$ cat config.mk
export PLATFORM = sky130hd
export DESIGN_NAME = tff_mod_counter_flat
export DESIGN_NICKNAME = d
export VERILOG_FILES = /design/src/rtl/tff_mod_counter_pkg.sv /design/src/rtl/tff_mod_counter_if.sv /design/src/rtl/tff_mod_counter_t_cell.sv /design/src/rtl/tff_mod_counter.sv /design/src/flat_wrapper.sv
export SDC_FILE = /design/constraint.sdc
export NUM_CORES = 1
export LEC_CHECK = 0
export ABC_CLOCK_PERIOD_IN_PS = 1900
export BUFFER_PORTS_ARGS = -buffer_cell sky130_fd_sc_hd__buf_2
export CORE_AREA = 4 4 41 43
export CTS_BUF_LIST = sky130_fd_sc_hd__clkbuf_8
export CTS_CLUSTER_SIZE = 12
export DETAILED_ROUTE_END_ITERATION = 8
export DIE_AREA = 0 0 45 47
export GPL_TIMING_DRIVEN = 0
export SLEW_MARGIN = 10
export SYNTH_ARGS = -nofsm -noshare
export SYNTH_HDL_FRONTEND = slang
export SYNTH_SLANG_ARGS = --single-unit
export TNS_END_PERCENT = 30
$ cat constraint.sdc
create_clock -name Clk -period 1.9 [get_ports Clk]
set_clock_uncertainty 0.05 [all_clocks]
set_input_delay 0.285 -clock Clk [delete_from_list [all_inputs] [get_ports Clk]]
set_output_delay 0.285 -clock Clk [all_outputs]
set_load 0.05 [all_outputs]
$ cat src/rtl/tff_mod_counter_pkg.sv
// Shared constants and the parameter legality check for the T-cell modulo counter.
package tff_mod_counter_pkg;

  localparam int unsigned DefaultWidth   = 4;
  localparam int unsigned DefaultModulus = 10;

  function automatic bit params_legal(int unsigned width, int unsigned modulus);
    return (width >= 1) && (width <= 16) && (modulus >= 2) && (modulus <= (32'd1 << width));
  endfunction

endpackage

$ cat src/rtl/tff_mod_counter_if.sv
// Control/status bundle of the modulo counter; master drives the controls, slave is the counter.
interface tff_mod_counter_if import tff_mod_counter_pkg::*; #(
  parameter int unsigned WIDTH = DefaultWidth
);
  logic             En;
  logic             Up;
  logic             Load;
  logic [WIDTH-1:0] D;
  logic [WIDTH-1:0] Q;
  logic             TC;
  logic             Wrap;

  modport master (output En, Up, Load, D, input Q, TC, Wrap);
  modport slave  (input En, Up, Load, D, output Q, TC, Wrap);
endinterface

$ cat src/rtl/tff_mod_counter_t_cell.sv
// T flip-flop with synchronous active-high reset; one per counter bit.
module t_cell (
  input  logic T,
  input  logic Reset,
  input  logic Clk,
  output logic Q,
  output logic Q_bar
);
  logic q_d, q_q;

  always_comb q_d = q_q ^ T;

  always_ff @(posedge Clk) begin
    if (Reset) q_q <= 1'b0;
    else       q_q <= q_d;
  end

  assign Q     = q_q;
  assign Q_bar = ~q_q;
endmodule

$ cat src/rtl/tff_mod_counter.sv
// Modulo-MODULUS up/down counter: next count is turned into a toggle vector for per-bit T cells.
module tff_mod_counter import tff_mod_counter_pkg::*; #(
  parameter int unsigned WIDTH   = DefaultWidth,
  parameter int unsigned MODULUS = DefaultModulus
) (
  input  logic           Clk,
  input  logic           Reset,
  tff_mod_counter_if.slave bus
);
  if (!params_legal(WIDTH, MODULUS)) begin : g_bad_params
    $fatal(1, "tff_mod_counter: illegal WIDTH=%0d / MODULUS=%0d", WIDTH, MODULUS);
  end

  localparam logic [WIDTH-1:0] MaxVal = WIDTH'(MODULUS - 1);

  logic [WIDTH-1:0] q, q_bar, q_n, d_sat, t_vec;
  logic             at_max, at_zero, in_range, tc;
  logic             wrap_d, wrap_q;

  for (genvar i = 0; i < WIDTH; i++) begin : g_cell
    t_cell u_cell (
      .T    (t_vec[i]),
      .Reset(Reset),
      .Clk  (Clk),
      .Q    (q[i]),
      .Q_bar(q_bar[i])
    );
  end

  always_comb begin
    at_zero  = &q_bar;
    at_max   = (q == MaxVal);
    in_range = (32'(q) < MODULUS);
    d_sat    = (32'(bus.D) < MODULUS) ? bus.D : MaxVal;
    tc       = bus.En & (bus.Up ? at_max : at_zero);
  end

  // Reset lives in the cells, so only load/count/hold are resolved here.
  always_comb begin
    q_n = q;
    if (bus.Load) begin
      q_n = d_sat;
    end else if (bus.En) begin
      if (!in_range)   q_n = '0;
      else if (bus.Up) q_n = at_max ? '0 : q + 1'b1;
      else             q_n = at_zero ? MaxVal : q - 1'b1;
    end
    t_vec  = q_n ^ q;
    wrap_d = tc & ~bus.Load;
  end

  always_ff @(posedge Clk) begin
    if (Reset) wrap_q <= 1'b0;
    else       wrap_q <= wrap_d;
  end

  assign bus.Q    = q;
  assign bus.TC   = tc;
  assign bus.Wrap = wrap_q;
endmodule
$ cat src/flat_wrapper.sv
// flat-port wrapper written by rule: the top's interface ports become plain ports
module tff_mod_counter_flat import tff_mod_counter_pkg::*;
#(
  parameter int unsigned WIDTH   = DefaultWidth,
  parameter int unsigned MODULUS = DefaultModulus
)
  (Clk, Reset, bus_En, bus_Up, bus_Load, bus_D, bus_Q, bus_TC, bus_Wrap);
  tff_mod_counter_if #(.WIDTH(WIDTH)) bus_i ();
  input  logic Clk;
  input  logic Reset;
  input wire logic [$bits(bus_i.En)-1:0] bus_En;
  input wire logic [$bits(bus_i.Up)-1:0] bus_Up;
  input wire logic [$bits(bus_i.Load)-1:0] bus_Load;
  input wire logic [$bits(bus_i.D)-1:0] bus_D;
  output wire logic [$bits(bus_i.Q)-1:0] bus_Q;
  output wire logic [$bits(bus_i.TC)-1:0] bus_TC;
  output wire logic [$bits(bus_i.Wrap)-1:0] bus_Wrap;
  assign bus_i.En = bus_En;
  assign bus_i.Up = bus_Up;
  assign bus_i.Load = bus_Load;
  assign bus_i.D = bus_D;
  assign bus_Q = bus_i.Q;
  assign bus_TC = bus_i.TC;
  assign bus_Wrap = bus_i.Wrap;
  tff_mod_counter #(.WIDTH(WIDTH), .MODULUS(MODULUS)) u_core (.Clk(Clk), .Reset(Reset), .bus(bus_i));
endmodule
==> metrics.cfg <==
[detailed_routing]
postRouteAntennaNets = 0
initialDrtViolationCount = 20
via_per_inst = 5.47
routed-via-count = 476
firstDrtPassIters = 4
wl_um = 1090
wl_per_cell_um = 12.5
drc = 0

[final_layout]
drive_gt1_share_pct = 47.2
instances_no_fill = 87
final_common_cell = buf_2
fin_nets = 82
layout_common_cells = buf_2, buf_4, clkbuf_8, a21oi_1, o21ai_0
seqCellArea_sq_um = 105
diodes = 0
area_growth_pct = 46.0
multi_input_area_sq_um = 292
finalInstanceArea_sq_um = 616
fill_cells = 134

[run]
max-cap-violations = 0

[setup_path]
crit_start = u_core.g_cell[0].u_cell.Q
slowest_stage = a2111oi_4
required_ns = 1.56
crit_path_end_kind = output port
crit_path_max_fanout = 6
cp.arrival_ns = 1.54
reg2reg_from = u_core.g_cell[1].u_cell.Q
crit_type = flop to output port
rrSetupSlack_ns = 0.16
cp-start-kind = flop
crit_path_max_incr_delay_ns = 0.39
path_cells = or3_4 > a2111oi_4 > buf_6

[pwr]
p_leak_nw = 0.264
finalPower_uw = 446
p_per_area_nw_per_um2 = 725
vdd_drop_max_uv = 549

[grt]
antenna_found_initial = 0
grt_pass1_wl_um = 1780
track_usage_pct = 11.8
grt_overflow_total = 0
grt_pass1_vias = 432
grt_max_degree = 12

[die]
coreArea_sq_um = 1300
num_rows = 13
io_pins = 15
die_h_um = 47
die_w_um = 45
start_util_pct = 32.4
die-area_sq_um = 2120

[clock_network]
clockBufferDepth = 2
ctsRootBufferMaster = clkbuf_8
tritoncts = done
clk_pin_slew_ns = 0.03
cts-buffers-inserted = 3
cts_hold_buf = 0
cts.sinks = 5
clock_latency_ns = 0.22
h-tree-depth = 1

[sta]
fin_crit_sh_pct = 98.9
period_minus_slack_ns = 1.88
worst_slack_ns = 0.0206
rsz0062_at_grt = yes
hold_violations = 0
tns_ns = 0
setup_viol = 0
worstMarginPinSlew_ns = 0.403
drv_slew = 0
max_slew_margin_pct = 72.8
fmax_mhz = 532

[synth]
ys_ff_latch = 5
yosys_warnings = 0
synth_edf_count = 0
syn_nets = 63
ys_seq_area_share_pct = 23.7
synthCells = 54
synth_area_per_cell_sq_um = 7.81
syn-cell-area_sq_um = 422
synth_ff_type = dfxtp_1
synth.distinct_cells = 32
ys_async_sr_fraction_pct = 0

[hold_path]
hp-class = input pin to flop
holdCritStartpoint = Reset

[place]
post_dp_cell_area_sq_um = 539
dpl.cell_count = 82
post-dp-hpwl_um = 798
io_buffers = 13
pre_cts_slack_ns = -0.0832
gp_congestion = 0.828

[status]
status = completed

-- per-stage QoR --
step | hold WS (ns) | util (%)
2_1_floorplan | 0.301 | -
3_3_place_gp | 0.469 | 41.4
3_5_place_dp | 0.464 | 41.4
4_1_cts | 0.232 | 46.4
5_1_grt | 0.238 | 47.3
6_report | 0.235 | 47.3
-- power breakdown --
| group | total, mW | internal [mW] | switching [mW] |
|---|---|---|---|
| sequential | 0.128 | 0.113 | 0.0144 |
| clock | 0.186 | 0.138 | 0.0477 |
| combinational | 0.133 | 0.0597 | 0.0732 |
| total | 0.446 | 0.311 | 0.135 |
-- cell families (layout without fill, tap and decap cells) --
kind of cell / Yosys count / after routing / synth area share, %
and+or+nand+nor: 21 / 21 / 32.1
buffers and inverters: 10 / 28 / 12.5
AOI/OAI and AO/OA: 17 / 17 / 29.1
DFF: 5 / 5 / 23.7
muxes: 1 / 1 / 2.67
-- layer usage --
layer / vias up / GRT usage, % / share of wire, %
met2: 24 / 18.1 / 47
met4: 0 / 3.51 / 0
met5: - / 0 / 0
met3: 0 / 7.66 / 9.9
met1: 215 / 13.4 / 43
li1: 237 / - / -
-- layout make-up --
class                           count  share of cell area (%)
Buffer                              7                    9.96
Sequential cell                     5                    17.1
Timing Repair Buffer               15                    14.0
Clock inverter                      1                   0.610
Tap cell                           15                    3.05
Inverter                            2                    1.22
Multi-Input combinational cell     39                    47.4
Clock buffer                        3                    6.71
-- worst max-delay path: cells and delay by family (launching register included) --
family / cells / cell delay, ns
buf+inv: 1 / 0.21
flops: 1 / 0.35
compound gates: 1 / 0.39
simple gates: 1 / 0.37
-- state kept, by name, indices dropped and copies added (netlist names) --
signal,cells
u_core.bus.Wrap,1
u_core.g_cell.u_cell.Q,4
-- synth_stat cells (2+ instances only) --
master | number | area [sq um]
a21oi_1 | 5 | 25.0
buf_4 | 4 | 30.0
clkbuf_1 | 4 | 15.0
dfxtp_1 | 5 | 100
nand3_1 | 2 | 10.0
nor2_1 | 3 | 11.3
nor2b_1 | 2 | 12.5
o21ai_0 | 4 | 20.0
or3_1 | 2 | 12.5
-- path summary, 6_finish.rpt --
check | endpoint | depth (start not counted)
setup / recovery | bus_TC | 3
hold / removal | u_core.g_cell[1].u_cell.Q | 2
setup reg to reg | u_core.g_cell[1].u_cell.Q | 5
hold reg to reg | u_core.g_cell[3].u_cell.Q | 2
-- what timing repair did --
action                                  4_1_cts  5_1_grt
endpoints found under the setup margin        1        1
pin swaps                                     1        2
resized for setup                             6        2
endpoints found under the hold margin         0        0
buffers inserted                              1        1
Power figures use the tool's default switching activity.
